### src/rtl/fir_acc_pkg.sv
// rtl/fir_acc_pkg.sv - shared width, FSM states, clamp limits and overflow helper for the FIR tap accumulator
package fir_acc_pkg;
    localparam int DW = 16;

    typedef enum logic [1:0] {
        IDLE,
        ACCUM,
        HOLD
    } state_t;

    localparam logic [DW-1:0] SAT_POS = 16'h7FFF;
    localparam logic [DW-1:0] SAT_NEG = 16'h8000;

    function automatic logic sat_ovf(input logic [DW-1:0] a, input logic [DW-1:0] b, input logic [DW-1:0] s);
        return (a[DW-1] == b[DW-1]) && (s[DW-1] != a[DW-1]);
    endfunction
endpackage

### src/rtl/fir_tap_accumulator_if.sv
// rtl/fir_tap_accumulator_if.sv - product stream in, accumulated sample stream out, plus status
interface fir_tap_accumulator_if;
    import fir_acc_pkg::*;

    logic          in_valid;
    logic          in_ready;
    logic [DW-1:0] in_data;
    logic          out_valid;
    logic          out_ready;
    logic [DW-1:0] out_data;
    logic          ovf;
    logic          busy;

    modport master (
        output in_valid, in_data, out_ready,
        input  in_ready, out_valid, out_data, ovf, busy
    );

    modport slave (
        input  in_valid, in_data, out_ready,
        output in_ready, out_valid, out_data, ovf, busy
    );
endinterface

### src/rtl/acc_sat_add.sv
// rtl/acc_sat_add.sv - combinational accumulate step: PPA add, signed overflow detect, optional clamp (FIR_ACC_SAT_EN)
module acc_sat_add
    import fir_acc_pkg::*;
(
    input  logic [DW-1:0] a,
    input  logic [DW-1:0] b,
    output logic [DW-1:0] sum,
    output logic          ovf
);
    logic [DW-1:0] raw;
    logic          c_out_unused;

    ppa u_ppa (
        .a     (a),
        .b     (b),
        .c_in  (1'b0),
        .sum   (raw),
        .c_out (c_out_unused)
    );

    assign ovf = sat_ovf(a, b, raw);

`ifdef FIR_ACC_SAT_EN
    // overflow only happens with like-signed operands, so a's sign picks the rail
    assign sum = ovf ? (a[DW-1] ? SAT_NEG : SAT_POS) : raw;
`else
    assign sum = raw;
`endif
endmodule

### src/rtl/ppa.sv
// rtl/ppa.sv - 16-bit Brent-Kung parallel prefix adder
module ppa (
    input  logic [15:0] a,
    input  logic [15:0] b,
    input  logic        c_in,
    output logic [15:0] sum,
    output logic        c_out
);
    logic [15:0] p;
    logic [15:0] g;
    logic [15:0] gg;
    logic [15:0] pp;

    always_comb begin
        p  = a ^ b;
        g  = a & b;
        gg = g;
        pp = p;
        gg[0] = g[0] | (p[0] & c_in);
        // up-sweep: spans of 2,4,8,16 land on bits 1,3,7,15
        for (int l = 0; l < 4; l++) begin
            for (int i = (2 << l) - 1; i < 16; i += (2 << l)) begin
                gg[i] = gg[i] | (pp[i] & gg[i - (1 << l)]);
                pp[i] = pp[i] & pp[i - (1 << l)];
            end
        end
        // down-sweep fills the remaining prefixes
        for (int l = 2; l >= 0; l--) begin
            for (int i = 3 * (1 << l) - 1; i < 16; i += (2 << l)) begin
                gg[i] = gg[i] | (pp[i] & gg[i - (1 << l)]);
                pp[i] = pp[i] & pp[i - (1 << l)];
            end
        end
        sum[0] = p[0] ^ c_in;
        for (int i = 1; i < 16; i++) begin
            sum[i] = p[i] ^ gg[i-1];
        end
        c_out = gg[15];
    end
endmodule

### src/rtl/fir_tap_accumulator.sv
// rtl/fir_tap_accumulator.sv - sums TAPS signed products per output sample; FIR_ACC_SAT_EN selects clamp instead of wrap
module fir_tap_accumulator
    import fir_acc_pkg::*;
#(
    parameter int            TAPS     = 8,
    parameter logic [DW-1:0] INIT_VAL = 16'h0000
) (
    input  logic                 clk,
    input  logic                 rst,
    fir_tap_accumulator_if.slave bus
);
    localparam int CW = $clog2(TAPS + 1);

    state_t        state;
    state_t        state_nxt;
    logic [DW-1:0] acc;
    logic [CW-1:0] tap_cnt;
    logic [DW-1:0] out_data_r;
    logic          out_valid_r;
    logic          ovf_r;
    logic [DW-1:0] add_sum;
    logic          add_ovf;
    logic          accept;
    logic          last;
    logic          in_ready_c;
    logic          busy_c;

    acc_sat_add u_add (
        .a   (acc),
        .b   (bus.in_data),
        .sum (add_sum),
        .ovf (add_ovf)
    );

    assign accept = bus.in_valid && in_ready_c;
    assign last   = (tap_cnt == CW'(TAPS - 1));

    always_ff @(posedge clk or posedge rst) begin
        if (rst) begin
            state <= IDLE;
        end else begin
            state <= state_nxt;
        end
    end

    always_comb begin
        state_nxt  = state;
        in_ready_c = 1'b0;
        busy_c     = 1'b0;
        case (state)
            IDLE: begin
                in_ready_c = 1'b1;
                if (accept) state_nxt = ACCUM;
            end
            ACCUM: begin
                in_ready_c = 1'b1;
                busy_c     = 1'b1;
                if (accept && last) state_nxt = HOLD;
            end
            HOLD: begin
                busy_c = 1'b1;
                if (bus.out_ready) state_nxt = IDLE;
            end
            default: state_nxt = IDLE;
        endcase
    end

    always_ff @(posedge clk or posedge rst) begin
        if (rst) begin
            acc         <= INIT_VAL;
            tap_cnt     <= '0;
            out_data_r  <= '0;
            out_valid_r <= 1'b0;
            ovf_r       <= 1'b0;
        end else begin
            case (state)
                IDLE: begin
                    if (accept) begin
                        acc     <= add_sum;
                        tap_cnt <= CW'(1);
                        ovf_r   <= add_ovf;
                    end
                end
                ACCUM: begin
                    if (accept) begin
                        acc     <= add_sum;
                        tap_cnt <= tap_cnt + CW'(1);
                        ovf_r   <= ovf_r | add_ovf;
                        if (last) begin
                            out_data_r  <= add_sum;
                            out_valid_r <= 1'b1;
                        end
                    end
                end
                HOLD: begin
                    // ovf stays up here; the next sample's first accept replaces it
                    if (bus.out_ready) begin
                        out_valid_r <= 1'b0;
                        acc         <= INIT_VAL;
                        tap_cnt     <= '0;
                    end
                end
                default: ;
            endcase
        end
    end

    assign bus.in_ready  = in_ready_c;
    assign bus.busy      = busy_c;
    assign bus.out_valid = out_valid_r;
    assign bus.out_data  = out_data_r;
    assign bus.ovf       = ovf_r;
endmodule

### src/flat_wrapper.sv
// flat-port wrapper written by rule: the top's interface ports become plain ports
module fir_tap_accumulator_flat import fir_acc_pkg::*;
#(
    parameter int            TAPS     = 8,
    parameter logic [DW-1:0] INIT_VAL = 16'h0000
)
  (clk, rst, bus_in_valid, bus_in_data, bus_out_ready, bus_in_ready, bus_out_valid, bus_out_data, bus_ovf, bus_busy);
  fir_tap_accumulator_if bus_i ();
  input  logic clk;
  input  logic rst;
  input wire logic [$bits(bus_i.in_valid)-1:0] bus_in_valid;
  input wire logic [$bits(bus_i.in_data)-1:0] bus_in_data;
  input wire logic [$bits(bus_i.out_ready)-1:0] bus_out_ready;
  output wire logic [$bits(bus_i.in_ready)-1:0] bus_in_ready;
  output wire logic [$bits(bus_i.out_valid)-1:0] bus_out_valid;
  output wire logic [$bits(bus_i.out_data)-1:0] bus_out_data;
  output wire logic [$bits(bus_i.ovf)-1:0] bus_ovf;
  output wire logic [$bits(bus_i.busy)-1:0] bus_busy;
  assign bus_i.in_valid = bus_in_valid;
  assign bus_i.in_data = bus_in_data;
  assign bus_i.out_ready = bus_out_ready;
  assign bus_in_ready = bus_i.in_ready;
  assign bus_out_valid = bus_i.out_valid;
  assign bus_out_data = bus_i.out_data;
  assign bus_ovf = bus_i.ovf;
  assign bus_busy = bus_i.busy;
  fir_tap_accumulator #(.TAPS(TAPS), .INIT_VAL(INIT_VAL)) u_core (.clk(clk), .rst(rst), .bus(bus_i));
endmodule
### config.mk
export PLATFORM = sky130hd
export DESIGN_NAME = fir_tap_accumulator_flat
export DESIGN_NICKNAME = d
export VERILOG_FILES = /design/src/rtl/fir_acc_pkg.sv /design/src/rtl/fir_tap_accumulator_if.sv /design/src/rtl/acc_sat_add.sv /design/src/rtl/ppa.sv /design/src/rtl/fir_tap_accumulator.sv /design/src/flat_wrapper.sv
export SDC_FILE = /design/constraint.sdc
export NUM_CORES = 1
export LEC_CHECK = 0
export ABC_AREA = 0
export CORE_UTILIZATION = 65
export CTS_BUF_LIST = sky130_fd_sc_hd__clkbuf_8 sky130_fd_sc_hd__clkbuf_16
export DETAILED_ROUTE_END_ITERATION = 8
export DONT_BUFFER_PORTS = 1
export PLACE_DENSITY = 0.85
export SYNTH_ARGS = -nofsm -noshare
export SYNTH_HDL_FRONTEND = slang
export SYNTH_SLANG_ARGS = --single-unit
### constraint.sdc
create_clock -name clk -period 5.6 [get_ports clk]
set_input_delay 0.56 -clock clk [delete_from_list [all_inputs] [get_ports clk]]
set_output_delay 0.56 -clock clk [all_outputs]
set_load 0.1 [all_outputs]
==> flow_metrics.tcl <==
set metrics [dict create \
    htreeDepth 2 \
    syn_area_mm2 0.002323 \
    critPathKind "flip-flop to flip-flop" \
    syn_area_per_cell_um2 9.722 \
    yosysTopAreaCellShare_pct 43.08 \
    fin_crit_sh_pct 53.46 \
    syn_inst 239 \
    viasPerCell 5.645 \
    start_util_pct 68.55 \
    cts_tree "done" \
    yosys.area.top_type "dfrtp_1" \
    ios 40 \
    post-route-util_pct 72.28 \
    worstRegToRegCells 12 \
    reg2reg_from "u_core.acc[0]$_DFFE_PP0P_" \
    cts_max_path_buffers 2 \
    wire_per_inst_um 15.17 \
    finalSetupViolations 0 \
    die-height_um 61.79 \
    drive_above_1_share_pct 7.054 \
    portBuffers 0 \
    placed_cells 279 \
    relSlewSlack_pct 31.38 \
    finalWeightedCongestion 0.8106 \
    worstMarginPinSlew_ns 1.029 \
    hold_path.class "input pin to asynchronous set/reset pin" \
    critPathArrivalTime_ns 3.22 \
    vias 1620 \
    drt-initial-drc-count 96 \
    final_nets 287 \
    yosys_warnings 0 \
    power.leakage_uw 0.001153 \
    path_clk_slew_ns 0.08 \
    die-area_mm2 0.003817 \
    grt_pass1_vias 1579 \
    num_antenna_cells 0 \
    hpwl_um 3192 \
    grt_first_pass_wirelength_um 7100 \
    maxSlewViolCount 0 \
    stdcell_count 287 \
    final_antenna_net_count 0 \
    wirelength_um 4353 \
    syn-num-nets 286 \
    syn_to_final_growth_pct 5.439 \
    drc_errors 0 \
    cp-end-kind "flip-flop" \
    clock_sinks 40 \
    cts_root_buf "clkbuf_8" \
    path_max_fanout 3 \
    post_cts_buffers 0 \
    design_area_mm2 0.002450 \
    synth-seq-cells 40 \
    antenna_found_initial 0 \
    crit_chain "ha_1, inv_1, fa_1, nand2b_1, a21o_1, a31oi_1, o41ai_1, fa_1, or3_1, a41oi_1, nor2_1, nor2_1" \
    reg2reg_setup_slack_ns 2.61 \
    hold_buffers 0 \
    worst_ep_required_time_ns 5.83 \
    synthTopCellsByArea "dfrtp_1, ha_1, o21ai_0, fa_1, nand2_1" \
    grt_remaining_overflow 0 \
    core_mm2 0.003390 \
    rows 21 \
    rr_endpoint "u_core.bus.ovf$_DFFE_PP0P_" \
    max_freq_mhz 334.0 \
    finalHoldViolCount 0 \
    synth_edf_count 0 \
    startpoint_type "flip-flop" \
    drt-pass1-iter-count 4 \
    dpl_cell_area_mm2 0.002357 \
    finalCriticalPeriod_ns 2.994 \
    grt_use_total_pct 25.97 \
    ir_worst_vdd_v 0.0003704 \
    tns_ns 0 \
    ctsResizeCount 0 \
    numCtsBuffers 5 \
    critPathSlowestCell "fa_1" \
    skew_ns 0.007415 \
    crit_buf_inv 1 \
    cpPeakStageDelay_ns 0.45 \
    power_density_mw_per_mm2 544.9 \
    clk_latency_ns 0.30 \
    cp.depth 12 \
    rsz0062_at_grt "false" \
    synth_common_cells "nand2_1, dfrtp_1, o21ai_0" \
    grt_max_degree 41 \
    max-cap-violations 0 \
    ys.flop_type "dfrtp_1" \
    die_x_um 61.79 \
    status "complete, no violations" \
    yosysSeqAreaShare_pct 43.08 \
    synthArstFlopShare_pct 100.0 \
    synth_cell_types 44 \
    yosysMostFrequentCell "nand2_1" \
    path_delay_family "adder cells" \
]
-- cells by family (layout without fill, tap and decap cells) --
| logic type | Yosys count | count (layout) | synth area share (%) |
|---|---|---|---|
| fa+ha+maj | 27 | 27 | 17.12 |
| compound gates | 62 | 62 | 16.10 |
| mux | 1 | 1 | 0.4846 |
| flops | 40 | 40 | 43.08 |
| buf+inv | 29 | 31 | 4.900 |
| simple gates | 72 | 72 | 15.29 |
| xor+xnor | 8 | 8 | 3.016 |
-- worst reg2reg max path: stages (launching register included) --
cell	delay, ns
dfrtp_1	0.36
ha_1	0.15
inv_1	0.05
fa_1	0.44
nand2b_1	0.18
a21o_1	0.19
a31oi_1	0.25
o41ai_1	0.14
fa_1	0.45
or3_1	0.35
a41oi_1	0.22
nor2_1	0.06
nor2_1	0.11
-- placed cells by master, fill, tap and decap left out, types with 2 or more instances in the layout --
cell type	synthesis	layout
a21oi_1	7	7
xnor2_1	2	2
o211ai_1	2	2
nand3_1	4	4
fa_1	8	8
a31oi_1	2	2
o21ai_0	33	33
o21ai_1	4	4
and2_1	2	2
xor2_1	6	6
nor2_1	6	6
clkinv_2	0	2
nor2b_1	4	4
dfrtp_1	40	40
a21o_1	2	2
inv_1	22	22
clkbuf_8	0	6
nand4b_1	2	2
nand2b_1	3	3
nand2_1	41	41
o21a_1	2	2
ha_1	19	19
-- routing by layer --
| layer | wire length [µm] | GRT usage, % |
|---|---|---|
| met2 | 1979 | 38.10 |
| met3 | 313 | 10.35 |
| met4 | 48 | 6.984 |
| met5 | 0 | 0 |
| met1 | 2011 | 35.91 |
-- stage by stage --
| stage | hold WS [ns] | worst slack, ns | total power [µW] |
|---|---|---|---|
| CTS | 0.2904 | 2.593 | 1344 |
| floorplan | 0.4498 | 2.634 | 1025 |
| global placement | 0.4672 | 2.514 | 1118 |
| global route | 0.3205 | 2.384 | 1449 |
| detailed placement | 0.4812 | 2.395 | 1143 |
| finish | 0.2692 | 2.606 | 1335 |
-- cell type report --
cell class / instances / area (µm²)
clock buffer: 6 / 82.58
sequential: 40 / 1001
timing repair buffer: 1 / 7.507
multi-input combinational: 170 / 1209
inverter: 22 / 82.58
tap: 46 / 57.56
clock inverter: 2 / 10.01
fill: 240 / 939.7
-- state kept, by name, indices dropped and copies added (netlist names) --
name                  flops
u_core.bus.out_valid      1
u_core.bus.out_data      16
u_core.tap_cnt            4
u_core.state              2
u_core.bus.ovf            1
u_core.acc               16
-- where the power goes --
group          total, µW  switching, µW  leakage (µW)  internal, µW
combinational        562            342      0.000585           219
sequential           576            203      0.000517           373
clock                197           99.1     0.0000510          98.3
total               1330            644       0.00115           691
-- worst max path at each step --
stage	start	end	slack, ns
6_report	u_core.acc[0]$_DFFE_PP0P_	u_core.bus.ovf$_DFFE_PP0P_	2.61
5_1_grt	u_core.acc[0]$_DFFE_PP0P_	u_core.bus.ovf$_DFFE_PP0P_	2.38
4_1_cts	u_core.acc[0]$_DFFE_PP0P_	u_core.bus.ovf$_DFFE_PP0P_	2.59
3_5_place_dp	bus_in_data[0]	u_core.bus.ovf$_DFFE_PP0P_	2.39
3_3_place_gp	bus_in_data[0]	u_core.bus.ovf$_DFFE_PP0P_	2.51
2_1_floorplan	bus_in_data[0]	u_core.bus.ovf$_DFFE_PP0P_	2.63
No activity file was read; power rests on OpenSTA's default activity.
